`src/rtl/lut_cfg_bank_if.sv`:
```
// Configuration port of lut_cfg_bank: start/abort control, valid/ready beat
// transfer and done/err status pulses.
interface lut_cfg_bank_if #(
  parameter int IDX_W = 2,
  parameter int CFG_W = 8
) ();
  logic             cfg_start;
  logic [IDX_W-1:0] cfg_lut_idx;
  logic             cfg_valid;
  logic [CFG_W-1:0] cfg_data;
  logic             cfg_ready;
  logic             cfg_abort;
  logic             cfg_done;
  logic             cfg_err;

  modport master (
    output cfg_start, cfg_lut_idx, cfg_valid, cfg_data, cfg_abort,
    input  cfg_ready, cfg_done, cfg_err
  );

  modport slave (
    input  cfg_start, cfg_lut_idx, cfg_valid, cfg_data, cfg_abort,
    output cfg_ready, cfg_done, cfg_err
  );
endinterface

```
`src/rtl/lut_cfg_bank.sv`:
```
// Bank of NUM_LUT K-input LUTs whose masks are reloaded beat-by-beat into a
// shadow register and committed atomically into the selected LUT.
module lut_cfg_bank #(
  parameter int               NUM_LUT   = 4,
  parameter int               K         = 4,
  parameter int               CFG_W     = 8,
  parameter bit               REG_OUT   = 1'b1,
  parameter logic [(1<<K)-1:0] INIT_MASK = '1,
  parameter int               IDX_W     = (NUM_LUT > 1) ? $clog2(NUM_LUT) : 1
) (
  input  logic                 clk,
  input  logic                 rst_n,
  input  logic [NUM_LUT*K-1:0] din,
  output logic [NUM_LUT-1:0]   dout,
  lut_cfg_bank_if.slave        cfg
);
  localparam int M     = 1 << K;
  localparam int BEATS = M / CFG_W;
  localparam int CNT_W = (BEATS > 1) ? $clog2(BEATS) : 1;
  localparam logic [CNT_W-1:0] LAST_BEAT = CNT_W'(BEATS - 1);
  localparam logic [IDX_W:0]   NUM_LUT_V = (IDX_W+1)'(NUM_LUT);

  typedef enum logic [1:0] {S_IDLE, S_LOAD, S_COMMIT} state_t;

  state_t             r_state, w_state_nxt;
  logic [M-1:0]       r_mask [NUM_LUT];
  logic [M-1:0]       r_shadow;
  logic [CNT_W-1:0]   r_cnt;
  logic [IDX_W-1:0]   r_idx;
  logic               r_err;
  logic               w_idx_ok, w_start_ok, w_start_bad, w_beat, w_commit;
  logic               w_ready, w_done;
  logic [NUM_LUT-1:0] w_lut;

  assign w_idx_ok = {1'b0, cfg.cfg_lut_idx} < NUM_LUT_V;

  // NOTE: every signal gets a default before the case so no path leaves a
  // value unassigned, which would otherwise infer a latch.
  always_comb begin
    w_state_nxt = r_state;
    w_start_ok  = 1'b0;
    w_start_bad = 1'b0;
    w_beat      = 1'b0;
    w_commit    = 1'b0;
    w_ready     = 1'b0;
    w_done      = 1'b0;
    case (r_state)
      S_IDLE: begin
        if (cfg.cfg_start) begin
          if (w_idx_ok) begin
            w_start_ok  = 1'b1;
            w_state_nxt = S_LOAD;
          end else begin
            w_start_bad = 1'b1;
          end
        end
      end
      S_LOAD: begin
        w_ready = 1'b1;
        if (cfg.cfg_abort) begin
          w_state_nxt = S_IDLE;
        end else if (cfg.cfg_valid) begin
          w_beat = 1'b1;
          if (r_cnt == LAST_BEAT) w_state_nxt = S_COMMIT;
        end
      end
      S_COMMIT: begin
        w_done      = 1'b1;
        w_commit    = 1'b1;
        w_state_nxt = S_IDLE;
      end
      default: w_state_nxt = S_IDLE;
    endcase
  end

  // NOTE: sequential state uses non-blocking assignments so every register
  // samples pre-edge values regardless of statement order.
  always_ff @(posedge clk) begin
    if (!rst_n) begin
      r_state  <= S_IDLE;
      r_shadow <= '0;
      r_cnt    <= '0;
      r_idx    <= '0;
      r_err    <= 1'b0;
    end else begin
      r_state <= w_state_nxt;
      r_err   <= w_start_bad;
      if (w_start_ok) begin
        r_idx    <= cfg.cfg_lut_idx;
        r_cnt    <= '0;
        r_shadow <= '0;
      end else if (w_beat) begin
        for (int b = 0; b < BEATS; b++) begin
          if (r_cnt == CNT_W'(b)) r_shadow[b*CFG_W +: CFG_W] <= cfg.cfg_data;
        end
        r_cnt <= r_cnt + 1'b1;
      end
    end
  end

  // NOTE: the mask bank is reset rather than left undefined because the LUT
  // function must be known from the first cycle after reset.
  always_ff @(posedge clk) begin
    for (int i = 0; i < NUM_LUT; i++) begin
      if (!rst_n) begin
        r_mask[i] <= INIT_MASK;
      end else if (w_commit && (r_idx == IDX_W'(i))) begin
        r_mask[i] <= r_shadow;
      end
    end
  end

  always_comb begin
    w_lut = '0;
    for (int i = 0; i < NUM_LUT; i++) begin
      w_lut[i] = r_mask[i][din[i*K +: K]];
    end
  end

  generate
    if (REG_OUT) begin : g_reg_out
      logic [NUM_LUT-1:0] r_dout;
      always_ff @(posedge clk) begin
        if (!rst_n) r_dout <= '0;
        else        r_dout <= w_lut;
      end
      assign dout = r_dout;
    end else begin : g_comb_out
      assign dout = w_lut;
    end
  endgenerate

  assign cfg.cfg_ready = w_ready;
  assign cfg.cfg_done  = w_done;
  assign cfg.cfg_err   = r_err;
endmodule
```
`src/flat_wrapper.sv`:
```
// flat-port wrapper written by rule: the top's interface ports become plain ports
module lut_cfg_bank_flat 
#(
  parameter int               NUM_LUT   = 4,
  parameter int               K         = 4,
  parameter int               CFG_W     = 8,
  parameter bit               REG_OUT   = 1'b1,
  parameter logic [(1<<K)-1:0] INIT_MASK = '1,
  parameter int               IDX_W     = (NUM_LUT > 1) ? $clog2(NUM_LUT) : 1
)
  (clk, rst_n, din, dout, cfg_cfg_start, cfg_cfg_lut_idx, cfg_cfg_valid, cfg_cfg_data, cfg_cfg_abort, cfg_cfg_ready, cfg_cfg_done, cfg_cfg_err);
  lut_cfg_bank_if #(.IDX_W(IDX_W), .CFG_W(CFG_W)) cfg_i ();
  input  logic clk;
  input  logic rst_n;
  input  logic [NUM_LUT*K-1:0] din;
  output logic [NUM_LUT-1:0] dout;
  input wire logic [$bits(cfg_i.cfg_start)-1:0] cfg_cfg_start;
  input wire logic [$bits(cfg_i.cfg_lut_idx)-1:0] cfg_cfg_lut_idx;
  input wire logic [$bits(cfg_i.cfg_valid)-1:0] cfg_cfg_valid;
  input wire logic [$bits(cfg_i.cfg_data)-1:0] cfg_cfg_data;
  input wire logic [$bits(cfg_i.cfg_abort)-1:0] cfg_cfg_abort;
  output wire logic [$bits(cfg_i.cfg_ready)-1:0] cfg_cfg_ready;
  output wire logic [$bits(cfg_i.cfg_done)-1:0] cfg_cfg_done;
  output wire logic [$bits(cfg_i.cfg_err)-1:0] cfg_cfg_err;
  assign cfg_i.cfg_start = cfg_cfg_start;
  assign cfg_i.cfg_lut_idx = cfg_cfg_lut_idx;
  assign cfg_i.cfg_valid = cfg_cfg_valid;
  assign cfg_i.cfg_data = cfg_cfg_data;
  assign cfg_i.cfg_abort = cfg_cfg_abort;
  assign cfg_cfg_ready = cfg_i.cfg_ready;
  assign cfg_cfg_done = cfg_i.cfg_done;
  assign cfg_cfg_err = cfg_i.cfg_err;
  lut_cfg_bank #(.NUM_LUT(NUM_LUT), .K(K), .CFG_W(CFG_W), .REG_OUT(REG_OUT), .INIT_MASK(INIT_MASK), .IDX_W(IDX_W)) u_core (.clk(clk), .rst_n(rst_n), .din(din), .dout(dout), .cfg(cfg_i));
endmodule
```
`config.mk`:
```
export PLATFORM = sky130hd
export DESIGN_NAME = lut_cfg_bank_flat
export DESIGN_NICKNAME = d
export VERILOG_FILES = /design/src/rtl/lut_cfg_bank_if.sv /design/src/rtl/lut_cfg_bank.sv /design/src/flat_wrapper.sv
export SDC_FILE = /design/constraint.sdc
export NUM_CORES = 1
export LEC_CHECK = 0
export CELL_PAD_IN_SITES_DETAIL_PLACEMENT = 0
export CELL_PAD_IN_SITES_GLOBAL_PLACEMENT = 2
export CORE_MARGIN = 2
export CORE_UTILIZATION = 35
export DETAILED_ROUTE_END_ITERATION = 6
export GPL_TIMING_DRIVEN = 1
export PLACE_DENSITY = 0.79
export SYNTH_ARGS = -nofsm -noshare
export SYNTH_HDL_FRONTEND = slang
export SYNTH_SLANG_ARGS = --single-unit
```
`constraint.sdc`:
```
create_clock -name clk -period 2.7 [get_ports clk]
set_clock_uncertainty 0.2 [all_clocks]
set_input_delay 0.405 -clock clk [delete_from_list [all_inputs] [get_ports clk]]
set_output_delay 0.405 -clock clk [all_outputs]
set_load 0.05 [all_outputs]
```
==> metrics.cfg <==
[outcome]
status=complete, no violations

[clock_network]
post_cts_resized=0
post-cts-setup-buffers=0
postCtsHoldBufs=0
root_buffer=clkbuf_8
clk_latency_ns=0.35
htreeDepth=3
cts_tree=yes
clock-sinks=89
cts.clk_slew.worst_paths_ns=0.09
clock_path_buffers=2
cts_buffers=9

[floorplan]
dieHeight_um=110
die_w_um=110
core_area_sq_um=10900
die_area_sq_um=12100
initial_core_util_pct=36.1
io-pin-count=38
row_count=38

[route]
drt-pass1-iter-count=4
wirelength_um=8280
dr.first_iter.drc_count=59
ant_nets=0
wl_per_cell_um=16.9
via_count=2398
drc=0
viasPerCell=4.90

[setup_path]
critPathSlowestCell=clkdlybuf4s50_1
rr_worst_depth=4
rr_startpoint=u_core.r_state[1]$_SDFFE_PN0P_
crit_required_ns=2.10
startpoint_type=flip-flop
crit_fanout=6
worstSetupPathType=reg2out
max_stage_delay_ns=0.83
path_delay_family=buffers and inverters
crit_buf_inv=1
regToRegSetupSlack_ns=0.70
path_cells=nor2b_4 > clkdlybuf4s50_1
worstSetupEndpointType=output port
critical_path_arrival_ns=1.86
r2r-end=u_core.r_mask[0][3]$_SDFFCE_PN1P_

[yosys]
yosys_warnings=0
seq_area_frac_synth_pct=61.6
ys_ff_latch=89
ys_types=32
synth_top_area_share_pct=48.9
avgSynthCellArea_sq_um=12.9
syn_area_sq_um=3930
synth_nets=337
synth_top_area_cell=edfxtp_1
synth_area_leaders=edfxtp_1, dfxtp_1, mux2i_1
postSynthCellCount=306

[layout]
multi_input_area_sq_um=1400
postLayoutCoreUtil_pct=42.6
regArea_sq_um=2420
final_cell_count_no_fill=489
drive_above_1_share_pct=12.9
stdcell_area_sq_um=4630
fin_nets=375
n_antenna_cell=0
num-fill-cells=1030
final_cell_mix=edfxtp_1, clkdlybuf4s50_1, or3_1
final_common_cell=edfxtp_1
syn_to_final_growth_pct=17.8

[timing]
period_needed_ns=2.46
slew_viol_final=0
tightest_slew_ns=0.665
fin_crit_sh_pct=91.2
fmax_mhz=406
rsz0062_at_grt=false
hold_viol_final=0
setup_viol=0
maxSlewHeadroom_pct=55.7
setup-tns-final_ns=0

[power]
ir_drop_uv=218
p_leak_nw=1.27
p_per_area_nw_per_um2=553

[placed_design]
portBuffers=36
post_dp_cell_area_sq_um=4440
gp_congestion=0.764
dp_hpwl_um=5690
dpl.cell_count=473

[min_path]
holdCritStartpoint=u_core.r_shadow[12]$_SDFFE_PP0P_
hp-class=reg2reg
whs_path_depth=2
hold_end=u_core.r_shadow[12]$_SDFFE_PP0P_

[job]
cap_violations=0

[grt]
grt-ovfl-total=0
grt_max_degree=33
grt_pass1_wl_um=13000
grt_pass1_vias=2384
grt_antenna_before_repair=0
track_usage_pct=14.9

-- stage by stage --
step	setup slack (ns)	hold slack [ns]	power, mW
after floorplan	-0.209	0.255	1.61
after global placement	0.441	0.325	1.69
after detailed placement	0.425	0.319	1.69
after CTS	0.209	0.341	2.59
after global routing	0.184	0.366	2.65
final	0.238	0.332	2.56
-- report_power, final --
| part | internal (mW) | leakage [nW] | total [mW] | switching (mW) |
|---|---|---|---|---|
| clock network | 0.431 | 0.0929 | 0.905 | 0.474 |
| logic | 0.0841 | 0.538 | 0.181 | 0.0972 |
| registers | 1.47 | 0.638 | 1.48 | 0.0114 |
| total | 1.98 | 1.27 | 2.56 | 0.583 |
-- synth_stat cells (all sizes together) --
| library cell | n |
|---|---|
| or3 | 32 |
| inv | 1 |
| and4bb | 1 |
| conb | 1 |
| nor2 | 11 |
| a21oi | 10 |
| o31ai | 1 |
| o21ai | 4 |
| nand3b | 1 |
| or2 | 16 |
| clkbuf | 7 |
| o211ai | 8 |
| nor3b | 3 |
| nor2b | 9 |
| dfxtp | 25 |
| edfxtp | 64 |
| nand2b | 22 |
| xnor2 | 1 |
| buf | 12 |
| mux2i | 26 |
| o22ai | 4 |
| mux4 | 8 |
| nand3 | 16 |
| nand2 | 23 |
-- worst reg2reg max path, delay by kind of cell, from the launching register on --
| family | cells | cell delay (ns) |
|---|---|---|
| flip-flops | 1 | 0.43 |
| AND/OR/NAND/NOR | 4 | 1.11 |
-- routing by layer --
| metal | part of all wire (%) | GRT usage (%) | vias up |
|---|---|---|---|
| li1 | - | - | 1195 |
| met1 | 46 | 19.9 | 1142 |
| met2 | 48 | 24.1 | 50 |
| met3 | 4.0 | 2.35 | 11 |
| met4 | 2.0 | 6.69 | 0 |
| met5 | 0 | 0 | - |
-- worst max path at each step --
stage	from	to	cells after the start
2_1_floorplan	u_core.r_state[1]$_SDFFE_PN0P_	u_core.r_mask[0][0]$_SDFFCE_PN1P_	4
5_1_grt	u_core.r_state[1]$_SDFFE_PN0P_	cfg_cfg_done	2
4_1_cts	u_core.r_state[1]$_SDFFE_PN0P_	cfg_cfg_done	2
3_3_place_gp	din[0]	u_core.dout[0]$_SDFF_PN0_	4
3_5_place_dp	din[0]	u_core.dout[0]$_SDFF_PN0_	4
6_report	u_core.r_state[1]$_SDFFE_PN0P_	cfg_cfg_done	2
-- sequential cells by signal, indices dropped and copies added, names as in the netlist --
register and cells:
u_core.dout 4, u_core.r_cnt 1, u_core.r_idx 2, u_core.r_mask 64
u_core.r_shadow 16, u_core.r_state 2
-- cell type report --
| class | instances | area share (%) |
|---|---|---|
| Multi-Input combinational cell | 197 | 30.2 |
| Clock inverter | 6 | 1.46 |
| Inverter | 1 | 0.0810 |
| Clock buffer | 10 | 2.75 |
| Sequential cell | 89 | 52.3 |
| Timing Repair Buffer | 46 | 9.40 |
| Tap cell | 140 | 3.78 |
-- cell families (layout without fill, tap and decap cells) --
| family | after synthesis | in the layout | synth area share, % |
|---|---|---|---|
| buffers and inverters | 20 | 63 | 2.80 |
| and+or+nand+nor | 134 | 134 | 20.0 |
| DFF | 89 | 89 | 61.6 |
| muxes | 34 | 34 | 11.2 |
| AOI/OAI and AO/OA | 27 | 27 | 4.13 |
| other | 1 | 1 | 0.0953 |
| xor gates and xnor gates | 1 | 1 | 0.223 |
No activity file was read; power rests on OpenSTA's default activity.
